File: src/rtl/cpu_pkg.sv
// Shared CPU constants and types used by the register file and its storage cells.
package cpu_pkg;

    localparam int CPU_DW   = 32;
    localparam int CPU_NREG = 32;

    typedef logic [4:0] reg_addr_t;

    localparam reg_addr_t REG_ZERO = 5'd0;

endpackage

File: src/rtl/reg_cell_en.sv
// One DW-bit register with asynchronous active-low clear and a synchronous load enable.
module reg_cell_en #(
    parameter int DW = 32
) (
    input  logic          clk,
    input  logic          rst_n,
    input  logic          i_en,
    input  logic [DW-1:0] i_d,
    output logic [DW-1:0] o_q
);

    logic [DW-1:0] r_q;

    // Ternary instead of if() so an X enable corrupts the cell rather than silently holding.
    always_ff @(posedge clk or negedge rst_n) begin
        if (!rst_n) r_q <= '0;
        else        r_q <= i_en ? i_d : r_q;
    end

    assign o_q = r_q;

endmodule

File: src/rtl/regfile_32x32_onehot.sv
// 32x32 register file written by a one-hot select, with two combinational read ports,
// optional write-to-read bypass, optional hardwired-zero r0, and a multi-hot select flag.
module regfile_32x32_onehot
    import cpu_pkg::*;
#(
    parameter int DW      = CPU_DW,
    parameter int NREG    = CPU_NREG,
    parameter bit BYPASS  = 1'b1,
    parameter bit ZERO_R0 = 1'b1
) (
    input  logic            clk,
    input  logic            rst_n,
    input  logic [NREG-1:0] WSel,
    input  logic [DW-1:0]   WD,
    input  reg_addr_t       RA1,
    input  reg_addr_t       RA2,
    output logic [DW-1:0]   RD1,
    output logic [DW-1:0]   RD2,
    output logic            WErr
);

    localparam logic [NREG-1:0] ONE = NREG'(1);

    logic [DW-1:0] w_q [NREG];
    logic [DW-1:0] w_rd1;
    logic [DW-1:0] w_rd2;
    logic          w_multi;
    logic          r_werr;

    genvar k;
    generate
        for (k = 0; k < NREG; k++) begin : g_reg
            if (ZERO_R0 && (k == int'(REG_ZERO))) begin : g_zero
                assign w_q[k] = '0;
            end else begin : g_cell
                reg_cell_en #(.DW(DW)) u_cell (
                    .clk   (clk),
                    .rst_n (rst_n),
                    .i_en  (WSel[k]),
                    .i_d   (WD),
                    .o_q   (w_q[k])
                );
            end
        end
    endgenerate

    // Clearing the lowest set bit leaves something only if two or more bits were set.
    assign w_multi = |(WSel & (WSel - ONE));

    always_ff @(posedge clk or negedge rst_n) begin
        if (!rst_n) r_werr <= 1'b0;
        else        r_werr <= w_multi;
    end

    assign WErr = r_werr;

    // Zero-register rule outranks bypass; ternaries keep X selects visible in simulation.
    assign w_rd1 = (ZERO_R0 && (RA1 == REG_ZERO)) ? '0 :
                   (BYPASS && WSel[RA1])         ? WD : w_q[RA1];
    assign w_rd2 = (ZERO_R0 && (RA2 == REG_ZERO)) ? '0 :
                   (BYPASS && WSel[RA2])         ? WD : w_q[RA2];

    assign RD1 = rst_n ? w_rd1 : '0;
    assign RD2 = rst_n ? w_rd2 : '0;

endmodule

File: config.mk
export PLATFORM = sky130hd
export DESIGN_NAME = regfile_32x32_onehot
export DESIGN_NICKNAME = d
export VERILOG_FILES = /design/src/rtl/cpu_pkg.sv /design/src/rtl/reg_cell_en.sv /design/src/rtl/regfile_32x32_onehot.sv
export SDC_FILE = /design/constraint.sdc
export NUM_CORES = 2
export LEC_CHECK = 0
export BUFFER_PORTS_ARGS = -buffer_cell sky130_fd_sc_hd__buf_2
export CAP_MARGIN = 40
export CORE_MARGIN = 1
export CORE_UTILIZATION = 50
export DETAILED_ROUTE_END_ITERATION = 10
export PLACE_DENSITY = 0.74
export SYNTH_ARGS = -nofsm -noshare
export SYNTH_HDL_FRONTEND = slang
export SYNTH_SLANG_ARGS = --single-unit
File: constraint.sdc
create_clock -name clk -period 8.6 [get_ports clk]
set_input_delay 0.86 -clock clk [delete_from_list [all_inputs] [get_ports clk]]
set_output_delay 0.86 -clock clk [all_outputs]
set_load 0.005 [all_outputs]
==> run metrics <==
status=completed; Die H=334 um; GRT Util Overall=33.3%; Commonest cells post-synth=1069 x mux2_2, 993 x dfrtp_1, 372 x mux2i_1, 294 x clkbuf_1, 281 x mux4_2; peak supply drop=135 uV; average size of a mapped cell=13.3 um^2; Core Region=0.109 mm^2; Yosys top cell area share=45.0%; CTS clk-pin slew, worst paths=0.06 ns; Async SR Flop Fraction=100%; Final ANT Viol Nets=0; CP Launch Type=primary input; row count=121; CP bufs+invs=4; quantity of hold-fixing buffers added after cts=0; Area Growth Syn to Fin=10.1%; via count=39800; kind of critical path=in2out; final instance area=0.0608 mm^2; Post-route DRC=0; r2r startpoint=g_reg[25].g_cell.u_cell.o_q[23]; Yosys cell types=57; TritonCTS clock tree=yes; origin of the worst setup path=RA1[0]; Max clock buf depth=3; number of global-route vias before repair=39900; CP Data Arrival Time=4.95 ns; main flop type after synthesis=dfrtp_1; Post-CTS Resized=0; DIE WIDTH=334 um; # port buffers=140; number of top-level pins=141; R2R Path End=g_reg[25].g_cell.u_cell.o_q[23]; Max Cap Viol=0; Final Slew Violations=0; DRT Wirelength=186000 um; Initial Util=50.6%; GRT overflow=0; iteration-0 DRC count of the detailed router=5186; RSZ-0062 raised after global routing=no; slowest stage delay, CP=0.85 ns; most common cell in the synthesized netlist=mux2_2; Yosys reg bits=993; Final period util=67.6%; vias per cell=7.10; Max stage delay cell, worst path=buf_4; final setup skew=0 ns; EDFF count, synth=0; Num CTS Buffers=102; Synthesized Nets=4230; H-tree depth=3; Worst-Margin Slew=1.09 ns; Top cell by count, worst path=buf_4; fin crit period=5.81 ns; worst-path fanout max=55; antenna violations before repair=24; Worst R2R Setup Slack=7.77 ns; root buffer cell=clkbuf_16; sequential share of the synthesized area=45.0%; Worst Slack Setup Final=2.79 ns; r2r worst-path depth=1; Post-CTS Repair Setup Buffers=0; FMAX=172 MHz; first-pass GRT wire length=275000 um; clock net sink count=993; Req. time, crit path=7.74 ns; Die Area=0.112 mm^2; count of warnings emitted by yosys=0; final setup TNS=0 ns; critical-path cell list=buf_8 -> buf_4 -> buf_4 -> mux2i_1 -> a221o_1 -> a21oi_1 -> a22oi_1 -> a211oi_1 -> buf_2; Layout Nets=4118; Routed WL per cell=33.2 um; Synth area leader=dfrtp_1; Cell Area, Placed=0.0573 mm^2; DR pass1 iterations=8; hpwl dp=105000 um; leakage power=24.8 nW; Pwr Density=209 mW/mm^2; share of layout cells above drive strength 1=44.1%; Post-Place Setup Slack=2.85 ns; Final Hold Fails=0; CP delay by family, top=buffers and inverters; Worst Setup End Kind=output port; RePlAce Congestion=0.849; Slew HR=27.6%; # setup viols final=0; largest cells by area after synthesis=dfrtp_1 45%, mux2_2 22%, mux4_2 11%, mux2i_1 6.7%, a221oi_1 2.4%; HP Class=in2async; gate count of the mapped netlist=4154; pin count of the biggest net entering global routing=180; clk_lat worst skew=0.71 ns; Post-Syn Area=0.0552 mm^2
## sequential cells by signal, summed over array words and instances (netlist names)
register and count:
WErr 1, g.g_cell.u_cell.o_q 992
## worst max path at each step
stage	to	slack, ns	depth (start not counted)
after detailed placement	RD1[22]	2.85	9
final	RD1[29]	2.79	9
after global routing	RD1[29]	2.59	9
after global placement	RD1[29]	2.91	9
after floorplan	RD2[10]	4.58	9
after CTS	RD1[29]	2.86	9
## cells by family after synthesis
| group | count (synthesis) | share of synthesized area, % |
|---|---|---|
| AO/OA/AOI/OAI | 650 | 8.82 |
| adder cells (fa/ha/maj) | 4 | 0.0725 |
| buffers and inverters | 507 | 3.73 |
| flip-flops | 993 | 45.0 |
| multiplexers | 1723 | 40.0 |
| AND/OR/NAND/NOR | 277 | 2.40 |
## routing by layer
| metal | up-vias | track usage (%) | routed length [um] |
|---|---|---|---|
| met1 | 20900 | 45.4 | 71600 |
| met5 | - | 0 | 185 |
| met3 | 593 | 10.4 | 23900 |
| met4 | 32 | 14.9 | 9130 |
| li1 | 15800 | - | - |
| met2 | 2524 | 48.8 | 81400 |
## power by group
group | switching, W | leakage [nW] | internal (W)
Combinational | 0.00129 | 11.5 | 0.00115
Clock | 0.00197 | 1.77 | 0.00279
Sequential | 0.000350 | 11.6 | 0.00514
Total | 0.00361 | 24.8 | 0.00908
## through the flow
stage	total power (W)	hold slack [ns]	cells	util [%]
finish	0.0127	0.174	5608	55.7
global route	0.0131	0.204	5606	55.7
CTS	0.0127	0.188	5601	55.7
detailed placement	0.00795	0.511	5413	52.4
global placement	0.00784	0.501	5393	52.0
floorplan	0.00709	0.492	4154	-
## area by class of cell
class	instances	area, um^2
Antenna cell	6	15.0
Clock buffer	147	3000
Clock inverter	41	573
Fill cell	8621	48300
Inverter	33	129
Multi-Input combinational cell	2654	28400
Sequential cell	993	24800
Tap cell	1476	1850
Timing Repair Buffer	258	2000
## layout by cell type, fill, tap and decap left out, types with 21 or more instances in the layout
cell and n:
mux2_2 1069, dfrtp_1 993, mux2i_1 372, mux4_2 281, a221oi_1 153, buf_2 132
clkbuf_16 103, buf_4 99, a21oi_1 96, o21ai_0 93, nor2_1 70, a221o_1 66
nand2_1 62, a22oi_1 42, nor3_1 40, nand3_1 34, o22ai_1 31, o221ai_1 28
inv_1 28, clkbuf_8 26, a211oi_1 21, clkinv_2 21
Note: power is estimated with default switching activity, not from simulation.
